### src/rtl/pipe_pkg.sv
// Shared helpers for the pipe_reg_ahr pipeline register chain.
package pipe_pkg;

  // Width needed to count 0..depth valid stages inclusive.
  function automatic int occWidth(input int depth);
    return (depth < 1) ? 1 : $clog2(depth + 1);
  endfunction

endpackage

### src/rtl/pipe_stage_ahr.sv
// One pipeline stage: valid/data registers with load-or-hold, valid-gated data load and flush clear.
module pipe_stage_ahr
  import pipe_pkg::*;
#(
  parameter int               WIDTH     = 8,
  parameter logic [WIDTH-1:0] RESET_VAL = '0
) (
  input  logic             clk,
  input  logic             rst,
  input  logic             flush_i,
  input  logic             adv_i,
  input  logic             valid_i,
  input  logic [WIDTH-1:0] data_i,
  output logic             valid_o,
  output logic             validNext_o,
  output logic [WIDTH-1:0] data_o
);

  logic             valid_q, valid_d;
  logic [WIDTH-1:0] data_q, data_d;

  // Flush only clears the valid bit; data is retained so a bubble never disturbs out_data.
  always_comb begin
    valid_d = valid_q;
    data_d  = data_q;
    if (flush_i) begin
      valid_d = 1'b0;
    end else if (adv_i) begin
      valid_d = valid_i;
      if (valid_i) begin
        data_d = data_i;
      end
    end
  end

  always_ff @(posedge clk or posedge rst) begin
    if (rst) begin
      valid_q <= 1'b0;
      data_q  <= RESET_VAL;
    end else begin
      valid_q <= valid_d;
      data_q  <= data_d;
    end
  end

  assign valid_o     = valid_q;
  assign validNext_o = valid_d;
  assign data_o      = data_q;

endmodule

### src/rtl/pipe_reg_ahr.sv
// DEPTH-stage valid/ready pipeline register with bubble collapse, synchronous flush and occupancy count.
module pipe_reg_ahr
  import pipe_pkg::*;
#(
  parameter int               WIDTH     = 8,
  parameter int               DEPTH     = 4,
  parameter logic [WIDTH-1:0] RESET_VAL = '0
) (
  input  logic                       clk,
  input  logic                       rst,
  input  logic                       flush,
  input  logic                       in_valid,
  output logic                       in_ready,
  input  logic [WIDTH-1:0]           in_data,
  output logic                       out_valid,
  input  logic                       out_ready,
  output logic [WIDTH-1:0]           out_data,
  output logic [occWidth(DEPTH)-1:0] occupancy
);

  localparam int OCC_W = occWidth(DEPTH);

  logic [DEPTH-1:0] stageValid;
  logic [DEPTH-1:0] stageValidNext;
  logic [DEPTH-1:0] adv;
  logic [DEPTH-1:0] srcValid;
  logic [WIDTH-1:0] stageData [DEPTH];
  logic [WIDTH-1:0] srcData   [DEPTH];
  logic [OCC_W-1:0] occ_q, occ_d;

  // Ready ripples back from the output; an empty stage always advances so bubbles collapse.
  always_comb begin
    logic chain;
    adv   = '0;
    chain = !stageValid[DEPTH-1] | out_ready;
    adv[DEPTH-1] = chain;
    for (int i = DEPTH - 2; i >= 0; i--) begin
      chain  = !stageValid[i] | chain;
      adv[i] = chain;
    end
  end

  always_comb begin
    srcValid   = '0;
    srcValid[0] = in_valid;
    srcData[0]  = in_data;
    for (int i = 1; i < DEPTH; i++) begin
      srcValid[i] = stageValid[i-1];
      srcData[i]  = stageData[i-1];
    end
  end

  for (genvar g = 0; g < DEPTH; g++) begin : gStage
    pipe_stage_ahr #(
      .WIDTH     (WIDTH),
      .RESET_VAL (RESET_VAL)
    ) uStage (
      .clk         (clk),
      .rst         (rst),
      .flush_i     (flush),
      .adv_i       (adv[g]),
      .valid_i     (srcValid[g]),
      .data_i      (srcData[g]),
      .valid_o     (stageValid[g]),
      .validNext_o (stageValidNext[g]),
      .data_o      (stageData[g])
    );
  end

  // Counting next-state valids keeps the registered count aligned with the stage registers.
  always_comb begin
    occ_d = '0;
    for (int i = 0; i < DEPTH; i++) begin
      occ_d = occ_d + OCC_W'(stageValidNext[i]);
    end
  end

  always_ff @(posedge clk or posedge rst) begin
    if (rst) begin
      occ_q <= '0;
    end else begin
      occ_q <= occ_d;
    end
  end

  assign in_ready  = adv[0] & !flush;
  assign out_valid = stageValid[DEPTH-1];
  assign out_data  = stageData[DEPTH-1];
  assign occupancy = occ_q;

endmodule

### config.mk
export PLATFORM = sky130hd
export DESIGN_NAME = pipe_reg_ahr
export DESIGN_NICKNAME = d
export VERILOG_FILES = /design/src/rtl/pipe_pkg.sv /design/src/rtl/pipe_stage_ahr.sv /design/src/rtl/pipe_reg_ahr.sv
export SDC_FILE = /design/constraint.sdc
export NUM_CORES = 1
export LEC_CHECK = 0
export ABC_AREA = 1
export BUFFER_PORTS_ARGS = -buffer_cell sky130_fd_sc_hd__buf_2
export CORE_ASPECT_RATIO = 0.75
export CORE_MARGIN = 3
export CORE_UTILIZATION = 45
export CTS_CLUSTER_DIAMETER = 120
export DETAILED_ROUTE_END_ITERATION = 6
export GPL_ROUTABILITY_DRIVEN = 0
export GPL_TIMING_DRIVEN = 0
export PLACE_DENSITY = 0.68
export REMOVE_ABC_BUFFERS = 1
export SLEW_MARGIN = 0
export SYNTH_ARGS = -nofsm -noshare
export SYNTH_HDL_FRONTEND = slang
export SYNTH_SLANG_ARGS = --single-unit
### constraint.sdc
create_clock -name clk -period 1.8 [get_ports clk]
set_input_delay 0 -clock clk [delete_from_list [all_inputs] [get_ports clk]]
set_output_delay 0 -clock clk [all_outputs]
set_load 0.05 [all_outputs]
=== Word level (Yosys, flattened, before mapping) ===
Cells that the tools add are included.

* Add/subtract/negate cells: 3
* Reductions and logical operators: 9
* Bitwise logic cells: 6
* Muxes and demuxes: 8

{| class="wikitable"
|+ Operator list
! operator !! count
|-
| 3-bit AND reduction || 4
|-
| 1-bit 2-to-1 mux || 8
|-
| 1-bit zero test || 5
|-
| 1-bit bitwise OR || 4
|-
| 2-bit by 1-bit adder with 3-bit output || 1
|-
| 3-bit by 1-bit adder with 3-bit output || 1
|-
| 1-bit by 1-bit adder with 2-bit output || 1
|-
| 1-bit AND || 1
|-
| 1-bit inverter || 1
|}

* Output and inout port bits: 13
* Bits of input ports: 13
* Register bits after elaboration: 39

=== Depth between registers and ports, before layout ===
* Word-level depth: 10
* Mapped depth: 9
* Gate-level depth less buffers: 9

=== Modules after synthesis ===
Synthesis repeated with hierarchy kept, for this count alone.

* Cell total of the unflattened synthesis: 186
* Area total of the unflattened synthesis: 1,767.9 um^2

{| class="wikitable"
|+ Modules (own cells, without submodules)
! module !! seq. area each (um^2) !! cells each !! area each (um^2) !! times used
|-
| pipe_stage_ahr || 225.2 || 41 || 394.1 || 4
|-
| pipe_reg_ahr || 75.1 || 22 || 191.4 || 1
|}

=== Worst setup path before layout ===
No wires, ideal clock.

* Kind: flip-flop to flip-flop
* From: reg gStage[3].uStage.valid_q
* To: reg occ_q[1] (netlist: occupancy[1])
* Slack: -0.563 ns
* Path buffers: 0
* Period minus slack after synthesis: 2.363 ns
* Setup time: 0.126 ns
* Arrival: 2.237 ns
* Data required time: 1.674 ns
* Stages on the path, launching flop included: 10
* Cell sequence: dfrtp_1 inv_2 nor2_4 nand3_4 inv_2 a21oi_1 fa_1 inv_1 ha_1 ha_1

* Longest elaborated chain between the ends: 10
* Elaborated cells between the ends (all ways): 16

{| class="wikitable"
|+ RTL lines
! element !! line !! RTL
|-
| start: declaration || pipe_stage_ahr.sv:19 || <nowiki>logic valid_q, valid_d;</nowiki>
|-
| start signal: assignment || pipe_stage_ahr.sv:41 || <nowiki>valid_q <= valid_d;</nowiki>
|-
| 1-bit zero test || pipe_reg_ahr.sv:35 || <nowiki>chain = !stageValid[DEPTH-1] | out_ready;</nowiki>
|-
| 1-bit bitwise OR || pipe_reg_ahr.sv:35 ||
|-
| 1-bit bitwise OR (3 in series) || pipe_reg_ahr.sv:38 || <nowiki>chain = !stageValid[i] | chain;</nowiki>
|-
| 1-bit 2-to-1 mux || pipe_stage_ahr.sv:28 || <nowiki>end else if (adv_i) begin</nowiki>
|-
| 1-bit 2-to-1 mux || pipe_stage_ahr.sv:26 || <nowiki>if (flush_i) begin</nowiki>
|-
| 1-bit by 1-bit adder with 2-bit output || pipe_reg_ahr.sv:74 || <nowiki>occ_d = occ_d + OCC_W'(stageValidNext[i]);</nowiki>
|-
| 2-bit by 1-bit adder with 3-bit output || pipe_reg_ahr.sv:74 ||
|-
| 3-bit by 1-bit adder with 3-bit output (*) || pipe_reg_ahr.sv:74 ||
|-
| named net occ_d[1] || pipe_reg_ahr.sv:29 || <nowiki>logic [OCC_W-1:0] occ_q, occ_d;</nowiki>
|-
| end signal: assignment || pipe_reg_ahr.sv:80 || <nowiki>occ_q <= '0;</nowiki>
|-
| end signal: assignment || pipe_reg_ahr.sv:82 || <nowiki>occ_q <= occ_d;</nowiki>
|-
| end: declaration || pipe_reg_ahr.sv:29 ||
|}

The timed path passes the listed nets; every way through them passes the cells marked *.
A chain may end at the register's enable or synchronous reset.

=== Worst setup path in the final report ===
Same ends and word-level chain as after synthesis.

==> results.txt <==
From synthesis to final layout, the design area changed by 28.26%. For the worst setup path, the data arrival time is 2.00 ns. During I/O placement, the number of pins put on the boundary was 26. After synthesis the cells add up to 1718 µm². The count of nets left with antenna violations once routing finished came out at 0. For this block, the initial DRC count from the detailed router was 60. The initial antenna violation count was 0; the final net count was 231. The portion of the post-synthesis area used by sequential elements is 0.5681.

The commonest cells after synthesis are sky130_fd_sc_hd__nand2_1, sky130_fd_sc_hd__dfrtp_1, sky130_fd_sc_hd__inv_1, sky130_fd_sc_hd__nand3_1, sky130_fd_sc_hd__o21ai_2. Post-route worst setup slack: -0.02021 ns. By startpoint and endpoint, the worst setup path is classified as flip-flop to flip-flop. In this run the critical register-to-register path is captured at occupancy[1].

The kind of end point of the critical path is a flip-flop. Fraction of registers with async set or reset after synthesis: 1.000. The remaining max-slew budget at the tightest pin came out at 0.4090. The delay contributed by the slowest stage of the critical path is 0.53 ns.

The max-slew violation count came out at 0. The worst register-to-register path begins at gStage[3].uStage.valid_o. The share of the cycle needed by the critical path after routing was 1.011; the count of cells along the worst register-to-register path was 9. The tools report the effective utilization at floorplan as 0.4953. In this run, distinct cell masters in the synthesized netlist total 19.

The number of placement rows is 18, and the largest voltage drop on the vdd net is 489.8 µV. Buffers inserted during clock tree synthesis total 5. The core area is 3468 µm².

The worst hold path was traced through 4 stages. The final reports fail on setup timing. The tools report the overall fraction of global-route tracks in use as 0.1511.

Library cell contributing the largest single delay on the critical path: sky130_fd_sc_hd__fa_1. The number of enable flip-flop cells after synthesis is 0, and the worst path buffer plus inverter count is 3. The total wirelength of the detailed-routed design came out at 2887 µm. The number of buffers between clock root and the deepest sink was 2.

Input and output buffers added on the ports amount to 25. The first-pass detailed-route iteration total was 4. By instance count, the leading cell after synthesis is sky130_fd_sc_hd__nand2_1.

The final route contains 1190 vias. The min-delay analysis places its worst path in the category input port to flip-flop. The worst setup path is launched from a flip-flop.

For the pin with the worst max-slew slack, the measured transition is 0.8855 ns. The first global-routing pass estimated 5388 µm of wire. Setup repair after global routing could not meet its margin everywhere. A synthesized cell averages 10.29 µm². The critical path goes through inv_2 -> nor2_4 -> nand3_4 -> inv_4 -> a21oi_4 -> fa_1 -> inv_2 -> ha_4 -> ha_4. The clock tree root driver cell was sky130_fd_sc_hd__clkbuf_8.

The worst hold path begins at flush. The clock skew was 0.005142 ns; the total half-perimeter wirelength after legalization and detailed placement was 1937 µm. Counting every instance in the synthesized netlist gives 167.

The final period demand of the worst path is 1.820 ns, and the total of endpoints with negative setup slack in the final report is 1. The average via count per standard cell was 4.491. For this design the static power due to leakage is 1.123 nW. The logs give 1221 for the number of global-route vias before repair and 0 for the total congestion overflow after global routing. The worst slack at placement was -0.3181 ns; the achievable frequency was 549.4 MHz. After detailed routing, the number of remaining DRC violations is 0. For the cell total after placement, the log shows 241.

Synthesis inferred 39 register bits. For this run, the number of Yosys warnings is 0. Clock-pin slew was measured on the worst setup and hold paths at 0.07 ns. The endpoint with the worst hold slack was gStage[0].uStage.valid_o. The tools report the clock latency reported for the late side of the worst-skew pair as 0.28 ns.

In this run the power density over the cells is 985.4 nW/µm². By area the synthesized netlist is led by sky130_fd_sc_hd__dfrtp_1, sky130_fd_sc_hd__nand2_1, sky130_fd_sc_hd__o21ai_2. STA puts the critical path data required time at 1.98 ns. TritonCTS built the clock tree.

The pin count of the biggest net entering global routing was 23; the die outline height was 59.51 µm. In the final routed layout, each cell accounts on average for 10.89 µm. CTS saw 39 sinks.

Final cell count without fillers: 265. The highest fanout seen on the critical path came out at 3. The H-tree was split into 2 levels. The run finished, with violations left.

Setup slack on the worst reg-to-reg path comes out at -0.02 ns. The biggest area contributor in the post-synthesis netlist is sky130_fd_sc_hd__dfrtp_1. The proportion of layout cells with a drive suffix above 1 is 0.3860, and the max-capacitance violation count is 0.

The kind of cell with the highest combined delay along the critical path is adder cells. The final-report hold violation count came out at 0. For this run, the leading register cell type out of synthesis is sky130_fd_sc_hd__dfrtp_1.

The die extent in x came out at 77.35 µm. 0 antenna diodes ended up in the layout. The area of the die is 4603 µm², and the portion of synthesized cell area occupied by the leading cell type is 0.5681.
## layout make-up
cell class / instances / area [µm²]
inverters: 28 / 107.6
clock inverters: 1 / 5.005
well taps: 50 / 62.56
flip-flops and latches: 39 / 979.7
multi-input cells: 98 / 656.9
clock buffers: 6 / 82.58
fillers: 306 / 1265
repair buffers: 43 / 309.0
## cell usage in the layout, fill, tap and decap left out, types with 2 or more instances in the layout
cell,n
sky130_fd_sc_hd__clkbuf_8,6
sky130_fd_sc_hd__nand2_2,4
sky130_fd_sc_hd__nand3_4,2
sky130_fd_sc_hd__nand2_1,46
sky130_fd_sc_hd__buf_4,6
sky130_fd_sc_hd__dfrtp_2,3
sky130_fd_sc_hd__inv_1,21
sky130_fd_sc_hd__buf_2,25
sky130_fd_sc_hd__a21oi_1,2
sky130_fd_sc_hd__dfrtp_1,36
sky130_fd_sc_hd__nand3_1,16
sky130_fd_sc_hd__o21ai_2,17
sky130_fd_sc_hd__ha_4,2
sky130_fd_sc_hd__nor2_4,2
sky130_fd_sc_hd__dlygate4sd3_1,10
sky130_fd_sc_hd__inv_2,6
## worst max path at each step
stage / endpoint / start / cells after the start
detailed placement: occupancy[1] / gStage[3].uStage.valid_o / 9
floorplan: occupancy[1] / gStage[3].uStage.valid_o / 9
finish: occupancy[1] / gStage[3].uStage.valid_o / 9
global route: occupancy[1] / gStage[3].uStage.valid_o / 9
CTS: occupancy[1] / gStage[3].uStage.valid_o / 9
global placement: occupancy[1] / gStage[3].uStage.valid_o / 9
## logic make-up (layout without fill, tap and decap cells)
logic type / count (synthesis) / count (layout) / synth area share
compound gates: 22 / 22 / 0.1085
simple gates: 73 / 73 / 0.2178
fa+ha+maj: 3 / 3 / 0.02622
buf+inv: 30 / 78 / 0.07939
flops: 39 / 39 / 0.5681
## power breakdown
part	internal, W	switching, W	leakage, nW
combinational	0.000162	0.000334	0.571
clock	0.000300	0.000280	0.0470
sequential	0.00102	0.0000781	0.505
## per-stage QoR
step | util | cell area (µm²) | setup TNS, ns | hold WS, ns | total power, W
detailed placement | 0.5483 | 1902 | -0.6904 | 0.2359 | 0.001584
global route | 0.6353 | 2203 | -0.1290 | 0.1494 | 0.002319
global placement | 0.5404 | 1874 | -0.5847 | 0.2296 | 0.001560
finish | 0.6353 | 2203 | -0.02021 | 0.1288 | 0.002171
floorplan | - | 1687 | -1.423 | 0.07841 | 0.001467
CTS | 0.6227 | 2160 | -0.07025 | 0.1136 | 0.002194
## worst register-to-register path, delay by kind of cell, from the launching register on
kind                       cells  cell delay (ns)
buffers and inverters          3             0.20
AOI/OAI and AO/OA              1             0.06
and+or+nand+nor                2             0.20
DFF                            1             0.36
adders and majority gates      3             0.88
## layer usage
layer	vias to the layer above	routed length, µm	global-route usage
met5	-	0	0
met4	0	57	0.06091
met3	7	102	0.04103
met2	24	1276	0.2608
met1	541	1451	0.1828
li1	618	-	-
## timing repair
action,CTS,global route
gates resized for setup,10,4
setup buffers,4,3
pin swaps,4,4
hold endpoints to repair,30,0
hold buffers,10,0
setup endpoints to repair,3,2
## registers in the layout (all words and copies together), names as in the netlist
name                   cells
gStage.uStage.data_o      32
occupancy                  3
gStage.uStage.valid_o      4
Note: power is estimated with default switching activity, not from simulation.
